File: config.mk
export PLATFORM = sky130hd
export DESIGN_NAME = btn_event_ctrl
export DESIGN_NICKNAME = d
export VERILOG_FILES = /design/src/rtl/btn_evt_pkg.sv /design/src/rtl/btn_evt_chan.sv /design/src/rtl/btn_event_ctrl.sv
export SDC_FILE = /design/constraint.sdc
export NUM_CORES = 1
export LEC_CHECK = 0
export ABC_CLOCK_PERIOD_IN_PS = 7400
export CAP_MARGIN = 20
export CORE_ASPECT_RATIO = 2
export CORE_UTILIZATION = 55
export DETAILED_ROUTE_END_ITERATION = 6
export PLACE_DENSITY = 0.74
export SLEW_MARGIN = 20
export SYNTH_ARGS = -nofsm -noshare
export SYNTH_HDL_FRONTEND = slang
export SYNTH_SLANG_ARGS = --single-unit
File: constraint.sdc
create_clock -name clk -period 7.4 [get_ports clk]
set_input_delay 1.48 -clock clk [delete_from_list [all_inputs] [get_ports clk]]
set_output_delay 1.48 -clock clk [all_outputs]
set_load 0.01 [all_outputs]
File: src/rtl/btn_evt_pkg.sv
// btn_evt_pkg -- shared types for the button event controller.
//   CODE_W       : width of the event code carried on evt_code
//   evt_code_t   : PRESS / RELEASE / LONG / REPEAT
//   chan_state_t : per-channel FSM state (IDLE / DOWN / HELD)
package btn_evt_pkg;

  localparam int CODE_W = 2;

  typedef enum logic [CODE_W-1:0] {
    PRESS   = 2'd0,
    RELEASE = 2'd1,
    LONG    = 2'd2,
    REPEAT  = 2'd3
  } evt_code_t;

  typedef enum logic [1:0] {
    IDLE = 2'd0,
    DOWN = 2'd1,
    HELD = 2'd2
  } chan_state_t;

endpackage

File: src/rtl/btn_evt_chan.sv
// btn_evt_chan -- one button channel: press/hold FSM, 32-bit hold counter,
// single pending-event slot and sticky overflow flag.
//   clk, reset          : clock, async active-high reset
//   db_level, db_tick   : debounced level / one-cycle press pulse
//   grant               : arbiter drains the slot this cycle
//   ovf_clr             : clear overflow flag (a simultaneous overflow wins)
//   slot_vld, slot_code : pending event presented to the arbiter
//   ovf                 : sticky event-lost flag
// Macro BTN_REPEAT_EN enables REPEAT events while HELD.
module btn_evt_chan
  import btn_evt_pkg::*;
#(
  parameter int LONG_CYC   = 25_000_000,
  parameter int REPEAT_CYC = 5_000_000
) (
  input  logic              clk,
  input  logic              reset,
  input  logic              db_level,
  input  logic              db_tick,
  input  logic              grant,
  input  logic              ovf_clr,
  output logic              slot_vld,
  output logic [CODE_W-1:0] slot_code,
  output logic              ovf
);

`ifdef BTN_REPEAT_EN
  localparam bit REP_EN = 1'b1;
`else
  localparam bit REP_EN = 1'b0;
`endif

  localparam logic [31:0] LONG_M1 = 32'(LONG_CYC - 1);
  localparam logic [31:0] REP_M1  = 32'(REPEAT_CYC - 1);

  chan_state_t state_q, state_d;
  logic [31:0] cnt_q, cnt_d;
  logic        slot_vld_q, slot_vld_d;
  evt_code_t   slot_code_q, slot_code_d;
  logic        ovf_q, ovf_d;

  logic        post;
  evt_code_t   post_code;

  // State register (FSM, counter, slot, overflow)
  always_ff @(posedge clk or posedge reset) begin
    if (reset) begin
      state_q     <= IDLE;
      cnt_q       <= '0;
      slot_vld_q  <= 1'b0;
      slot_code_q <= PRESS;
      ovf_q       <= 1'b0;
    end else begin
      state_q     <= state_d;
      cnt_q       <= cnt_d;
      slot_vld_q  <= slot_vld_d;
      slot_code_q <= slot_code_d;
      ovf_q       <= ovf_d;
    end
  end

  // Next state / counter. A falling level is tested before any threshold
  // so release always beats LONG/REPEAT in the same cycle.
  always_comb begin
    state_d = state_q;
    cnt_d   = cnt_q;
    case (state_q)
      IDLE: if (db_tick) begin
        state_d = DOWN;
        cnt_d   = '0;
      end
      DOWN: begin
        if (!db_level) begin
          state_d = IDLE;
          cnt_d   = '0;
        end else if (cnt_q == LONG_M1) begin
          state_d = HELD;
          cnt_d   = '0;
        end else begin
          cnt_d   = cnt_q + 32'd1;
        end
      end
      HELD: begin
        if (!db_level) begin
          state_d = IDLE;
          cnt_d   = '0;
        end else if (REP_EN) begin
          cnt_d = (cnt_q == REP_M1) ? '0 : cnt_q + 32'd1;
        end
        // without repeat the counter stays frozen at 0 (cleared on LONG)
      end
      default: begin
        state_d = IDLE;
        cnt_d   = '0;
      end
    endcase
  end

  // Event posting
  always_comb begin
    post      = 1'b0;
    post_code = PRESS;
    case (state_q)
      IDLE: if (db_tick) post = 1'b1;
      DOWN: begin
        if (!db_level) begin
          post = 1'b1; post_code = RELEASE;
        end else if (cnt_q == LONG_M1) begin
          post = 1'b1; post_code = LONG;
        end
      end
      HELD: begin
        if (!db_level) begin
          post = 1'b1; post_code = RELEASE;
        end else if (REP_EN && cnt_q == REP_M1) begin
          post = 1'b1; post_code = REPEAT;
        end
      end
      default: ;
    endcase
  end

  // Pending slot: a post overwrites; overflow only when the old event is
  // still there and not being drained this cycle.
  always_comb begin
    slot_vld_d  = slot_vld_q;
    slot_code_d = slot_code_q;
    ovf_d       = ovf_q;
    if (grant) slot_vld_d = 1'b0;
    if (post) begin
      slot_vld_d  = 1'b1;
      slot_code_d = post_code;
    end
    if (ovf_clr) ovf_d = 1'b0;
    if (post && slot_vld_q && !grant) ovf_d = 1'b1;
  end

  assign slot_vld  = slot_vld_q;
  assign slot_code = slot_code_q;
  assign ovf       = ovf_q;

endmodule

File: src/rtl/btn_event_ctrl.sv
// btn_event_ctrl -- turns debounced button activity on NCH channels into a
// single valid/ready stream of {channel, code} events.
//   clk, reset          : clock, async active-high reset
//   db_level, db_tick   : per-channel debounced level / press pulse
//   evt_valid/evt_ready : output handshake
//   evt_chan, evt_code  : event source and code (PRESS/RELEASE/LONG/REPEAT)
//   ovf_clr, ovf        : clear / sticky per-channel event-lost flags
// Macro BTN_REPEAT_EN enables REPEAT events (handled in btn_evt_chan).
module btn_event_ctrl
  import btn_evt_pkg::*;
#(
  parameter int NCH        = 4,
  parameter int LONG_CYC   = 25_000_000,
  parameter int REPEAT_CYC = 5_000_000
) (
  input  logic                   clk,
  input  logic                   reset,
  input  logic [NCH-1:0]         db_level,
  input  logic [NCH-1:0]         db_tick,
  output logic                   evt_valid,
  input  logic                   evt_ready,
  output logic [$clog2(NCH)-1:0] evt_chan,
  output logic [1:0]             evt_code,
  input  logic                   ovf_clr,
  output logic [NCH-1:0]         ovf
);

  localparam int CW = $clog2(NCH);

  logic [NCH-1:0]             slot_vld;
  logic [NCH-1:0]             grant;
  logic [NCH-1:0][CODE_W-1:0] slot_code;

  logic              out_vld_q, out_vld_d;
  logic [CW-1:0]     chan_q, chan_d;
  logic [CODE_W-1:0] code_q, code_d;
  logic [CW-1:0]     rr_ptr_q, rr_ptr_d;

  for (genvar g = 0; g < NCH; g++) begin : g_chan
    btn_evt_chan #(
      .LONG_CYC  (LONG_CYC),
      .REPEAT_CYC(REPEAT_CYC)
    ) u_chan (
      .clk      (clk),
      .reset    (reset),
      .db_level (db_level[g]),
      .db_tick  (db_tick[g]),
      .grant    (grant[g]),
      .ovf_clr  (ovf_clr),
      .slot_vld (slot_vld[g]),
      .slot_code(slot_code[g]),
      .ovf      (ovf[g])
    );
  end

  always_ff @(posedge clk or posedge reset) begin
    if (reset) begin
      out_vld_q <= 1'b0;
      chan_q    <= '0;
      code_q    <= '0;
      rr_ptr_q  <= '0;
    end else begin
      out_vld_q <= out_vld_d;
      chan_q    <= chan_d;
      code_q    <= code_d;
      rr_ptr_q  <= rr_ptr_d;
    end
  end

  // Round-robin pick starting at rr_ptr. The output register reloads when
  // empty or on a handshake, so a grant can happen every cycle.
  always_comb begin
    logic          load_en;
    logic          pick_vld;
    logic [CW-1:0] pick_idx;
    logic [CW-1:0] idx;
    load_en   = !out_vld_q || evt_ready;
    pick_vld  = 1'b0;
    pick_idx  = '0;
    idx       = '0;
    grant     = '0;
    out_vld_d = out_vld_q;
    chan_d    = chan_q;
    code_d    = code_q;
    rr_ptr_d  = rr_ptr_q;
    for (int i = 0; i < NCH; i++) begin
      idx = CW'((int'(rr_ptr_q) + i) % NCH);
      if (!pick_vld && slot_vld[idx]) begin
        pick_vld = 1'b1;
        pick_idx = idx;
      end
    end
    if (load_en) begin
      out_vld_d = pick_vld;
      if (pick_vld) begin
        grant[pick_idx] = 1'b1;
        chan_d   = pick_idx;
        code_d   = slot_code[pick_idx];
        rr_ptr_d = (int'(pick_idx) == NCH - 1) ? '0 : pick_idx + CW'(1);
      end
    end
  end

  assign evt_valid = out_vld_q;
  assign evt_chan  = chan_q;
  assign evt_code  = code_q;

endmodule

Word-level counts from Yosys, hierarchy flattened
Cells that the tools add are included.
{ "totals": {"elab_cells": 217, "output_inout_bits": 9, "in_bits": 12, "reg_bits": 159} }
{ "classes": {"n_lt_le_gt_ge": 6, "eq_ne": 25, "n_reduce_logical": 42, "add_sub_neg": 8, "n_mux": 112} }
{ "ops": {"columns": ["op", "count"], "rows": [
  ["2-to-1 mux 32 bit", 16],
  ["case mux 32 bit (3 select lines)", 4],
  ["adder 32 x 1 -> 32 bit, second input constant", 4],
  ["equality test 32 x 25 -> 1 bit, second input constant", 4],
  ["2-to-1 mux 2 bit", 30],
  ["2-to-1 mux 1 bit", 42],
  ["case mux 2 bit (3 select lines)", 4],
  ["inequality test 2 bit, second input constant", 8],
  ["case mux 2 bit (2 select lines)", 4],
  ["nonzero test 2 bit", 8],
  ["< comparator 2 x 3 -> 1 bit, second input constant", 5],
  ["logical AND 1 bit", 12],
  ["inequality test 3 x 2 -> 1 bit, second input constant", 4],
  ["case mux 1 bit (3 select lines)", 4],
  ["AND reduction 3 bit", 4],
  ["equality test 2 x 1 -> 1 bit, second input constant", 5],
  ["AND reduction 2 bit", 5],
  ["binary-select mux 1 bit (select 2 bit)", 4],
  ["equality test 2 bit, second input constant", 4],
  ["zero test 1 bit", 8],
  ["zero test 2 bit", 4],
  ["2-to-1 mux 4 bit", 2],
  ["adder 2 x 1 -> 2 bit, second input constant", 2],
  ["adder 2 bit, second input constant", 2],
  ["other kinds (4)", 4]
]} }

Longest topological paths before layout
{ "depth": {"word_depth": 21, "ltp_mapped": 9} }

By module
A second synthesis with hierarchy kept.
{ "unflattened": {"hier_cells": 973, "area_unflattened_um2": 9039.9} }
{ "by_module_without_submodules": {"columns": ["module", "area_each_um2", "instances", "seq_area_each_um2", "cells_per_inst"], "rows": [
  ["btn_evt_chan (g_chan[0].u_chan ...)", 2112.0, 3, 950.9, 225],
  ["btn_evt_chan (g_chan[3].u_chan)", 2192.1, 1, 950.9, 242],
  ["btn_event_ctrl", 511.7, 1, 175.2, 56]
]} }

Worst setup path before layout
OpenSTA, ideal clock, no wires.
{ "synth_path": {"path_kind": "input to register", "from": "input db_tick[3]", "to": "register g_chan[3].u_chan.cnt_q[25]", "cell_stages": 6, "setup_time_ns": 0.077, "slack_ns": 4.357, "t_required_ns": 7.323, "path_buffers": 1, "arrival_time_ns": 2.966, "cell_sequence": "nand2b_1 nand4_1 or4_1 buf_2 or3_1 a21oi_1"} }
{ "synth_between": {"elab_chain_len": 2} }
{ "synth_lines": {"columns": ["item", "line", "source"], "rows": [
  ["start, declared", "btn_event_ctrl.sv:19", "input logic [NCH-1:0] db_tick,"],
  ["inequality test 2 bit (no line)", null, null],
  ["AND reduction 2 bit (no line)", null, null],
  ["end signal, assigned", "btn_evt_chan.sv:55", "cnt_q <= cnt_d;"],
  ["end, declared", "btn_evt_chan.sv:37", "logic [31:0] cnt_q, cnt_d;"]
]} }
Every way passes these cells.
A chain may end at the register's enable or synchronous reset.

Worst setup path after layout
{ "layout_path": {"from": "input db_tick[3]", "to": "register g_chan[3].u_chan.state_q[0]"} }
{ "layout_between": {"elab_chain_len": 2} }
{ "layout_lines": {"columns": ["item", "line", "source"], "rows": [
  ["inequality test 2 bit (no line)", null, null],
  ["AND reduction 3 bit (no line)", null, null],
  ["end signal, assigned", "btn_evt_chan.sv:54", "state_q <= state_d;"],
  ["end, declared", "btn_evt_chan.sv:36", "chan_state_t state_q, state_d;"]
]} }
Every way passes these cells.

==> metrics.md <==
| Metric | Value |
|---|---|
| Cts repair resizes | `0` |
| Clk slew on worst S/H paths | `0.07 ns` |
| Worst path required time | `7.71 ns` |
| Layout cells sized above 1 | `0.05889` |
| HP Class | `register to register` |
| CP max stage delay | `0.83 ns` |
| CP arrival | `3.70 ns` |
| Setup Viol. Count Final | `0` |
| Max-cap violation count | `0` |
| Relative slew slack | `0.3286` |
| Final ANT Viol Nets | `0` |
| DP Area | `9024 sq um` |
| Final instance area | `9624 sq um` |
| I/O Buffers | `20` |
| Syn_area_per_cell | `9.339 sq um` |
| Ys flop type | `dfrtp_1` |
| RSZ-0062 raised after global routing | `no` |
| Inst Count DP | `1,119` |
| Slew @ Worst Pin | `0.9962 ns` |
| Status | `finished, final reports clean` |
| WS Path Type | `primary input to register` |
| Ranking of synthesized cells by area | `dfrtp_1 46%, xnor2_1 5.3%, nor2_1 5.2%` |
| Violation count after the first detailed-routing iteration | `381` |
| Cts hold-fix bufs | `0` |
| #FFs+latches synth | `159` |
| Initial antenna violation count | `0` |
| Final worst path period share | `0.4591` |
| Max-slew violations | `0` |
| Grt ovf | `0` |
| Worst Path Max Fanout | `29` |
| Layout Nets | `976` |
| CP max stage cell | `o21a_1` |
| # H-tree levels | `4` |
| Critical Path Start Type | `primary input` |
| Clk_skew | `0.01063 ns` |
| Die Y | `179.8 microns` |
| Mapped Cells | `931` |
| Fmax | `0.2944 GHz` |
| Cell Chain, Critical Path | `clkdlybuf4s50_1 > nand2b_1 > and2_1 > o21a_1 > mux2_2` |
| Initial Utilization | `0.5655` |
| CTS Buffer Depth | `2` |
| Postcts setup bufs | `0` |
| Crit-path leading delay family | `compound AO/OA/AOI/OAI gates` |
| Setup crit end kind | `register` |
| Area delta synth->final | `10.69%` |
| Sequential element share of the synthesized area | `0.4576` |
| Avg WL per Cell | `16.22 microns` |
| Final core occ | `0.6260` |
| CTS tree | `yes` |
| Non-filler cells, final | `1,149` |
| Tmin final | `3.397 ns` |
| Core Area | `15,370 sq um` |
| Ys async rst share | `1.000` |
| Final hold violation count | `0` |
| Routed Wire Length | `18,640 microns` |
| Clk_lat worst skew | `0.42 ns` |
| I/O Pins | `21` |
| Leading area contributor after synthesis | `dfrtp_1` |
| Ys Warns | `0` |
| Mapped cell area | `8695 sq um` |
| Power Density | `252.3 nW/um^2` |
| Routed via count | `6,875` |
| Distinct cells, synth | `64` |
| Syn nets | `967` |
| Post-route DRC violation count | `0` |
| Worst vdd ir | `159.2 uV` |
| Setup_tns | `0 ns` |
| Post-synth top area share | `0.4576` |
| Vias in the first global route | `6,809` |
| Drt pass-1 iters | `4` |
| Die width | `90.91 microns` |
| CTS Buf Count | `17` |
| Post-DP HPWL | `12,870 microns` |
| WP buf/inv | `1` |
| First-pass GRT wire length | `31,510 microns` |
| Standard-cell rows | `64` |
| Number of synthesized flops with an enable pin | `0` |
| Die area | `16,350 sq um` |
| Total track usage | `0.2383` |
| Clock Sink Count | `159` |
| CTS root buffer | `clkbuf_16` |
| Largest net degree at the start of global routing | `95` |
| Vias per Instance | `5.983` |
| Pleak | `3.943 nW` |
| Routability cong. | `0.8738` |
| Diodes inserted | `0` |
## worst paths after layout
path | cells after the start | slack (ns) | startpoint | end
worst max-delay path | 5 | 4.00 | db_tick[3] | g_chan[3].u_chan.state_q[0]
worst min-delay path | 1 | 0.48 | g_chan[2].u_chan.slot_code[1] | g_chan[2].u_chan.slot_code[1]
worst max register to register | 6 | 4.45 | g_chan[3].u_chan.cnt_q[0] | g_chan[3].u_chan.state_q[0]
worst min register to register | 1 | 0.48 | g_chan[2].u_chan.slot_code[1] | g_chan[2].u_chan.slot_code[1]
max in group asynchronous | 3 | 4.47 | reset | g_chan[3].u_chan.cnt_q[0]
min in group asynchronous | 2 | 1.59 | reset | g_chan[2].u_chan.cnt_q[1]
## cell type report
class | count | area, sq um
tap | 198 | 247.7
fill | 1315 | 5751
timing repair buffer | 23 | 222.7
multi-input combinational | 710 | 4466
clock buffer | 21 | 460.4
clock inverter | 9 | 135.1
inverter | 29 | 113.9
sequential | 159 | 3979
## cell usage after synthesis (7+ instances only)
master,number
o21ai_0,36
and2_1,10
nor4_1,33
or4_1,7
buf_2,12
dfrtp_1,159
clkbuf_1,16
xnor2_1,53
nand2_1,85
nand3_1,46
a21oi_1,24
or3_1,13
nand2b_1,11
nor2b_1,7
inv_1,29
nor3_1,25
xor2_1,41
nand4_1,44
nor2_1,120
and4_1,19
ha_1,24
and3_1,20
## per-stage QoR
stage	hold slack, ns	setup WS, ns	power, mW
floorplan	0.4489	1.628	1.399
global placement	0.4618	3.582	1.536
detailed placement	0.4689	3.565	1.545
CTS	0.4840	3.992	2.447
global route	0.5184	3.869	2.556
finish	0.4839	4.003	2.428
## cell families (layout without fill, tap and decap cells)
family          after synthesis  in the layout  share of synthesized area
fa+ha+maj                    24             24                    0.03454
flops                       159            159                     0.4576
compound gates              111            111                    0.08116
buf+inv                      62             82                    0.03022
xor+xnor                     94             94                    0.09469
mux                           8              8                   0.009785
simple gates                473            473                     0.2920
## state kept, by name, indices dropped and copies added, names as in the netlist
name	cells
rr_ptr_q	2
evt_valid	1
evt_code	2
g_chan.u_chan.state_q	8
g_chan.u_chan.slot_code	8
g_chan.u_chan.cnt_q	128
g_chan.u_chan.slot_vld	4
evt_chan	2
g_chan.u_chan.ovf	4
## worst reg2reg max path, stage by stage (launching register included)
cell     delay (ns)
dfrtp_1        0.39
ha_1           0.21
and3_1         0.25
nand4_1        0.13
nor4_2         0.59
o21a_1         0.86
mux2_2         0.42
## layer usage
metal / vias up / global-route usage / part of all wire / routed length (microns)
met3: 44 / 0.04061 / 0.027 / 495
met4: 0 / 0.1111 / 0.031 / 572
li1: 3324 / - / - / -
met5: - / 0 / 0 / 0
met2: 139 / 0.4288 / 0.54 / 10010
met1: 3368 / 0.2710 / 0.41 / 7562
## where the power goes
part	total (mW)	switching [mW]	internal [mW]
clock	0.896	0.350	0.546
combinational	0.516	0.331	0.185
sequential	1.02	0.0753	0.941
## cells in the final DEF (no fill, tap or decap), drive strengths merged, types with 24 or more instances in the layout
master,instances
a21oi,25
dfrtp,159
ha,24
inv,30
nand2,85
nand3,47
nand4,45
nor2,121
nor3,25
nor4,37
o21ai,37
xnor2,53
xor2,41
No activity file was read; power rests on OpenSTA's default activity.
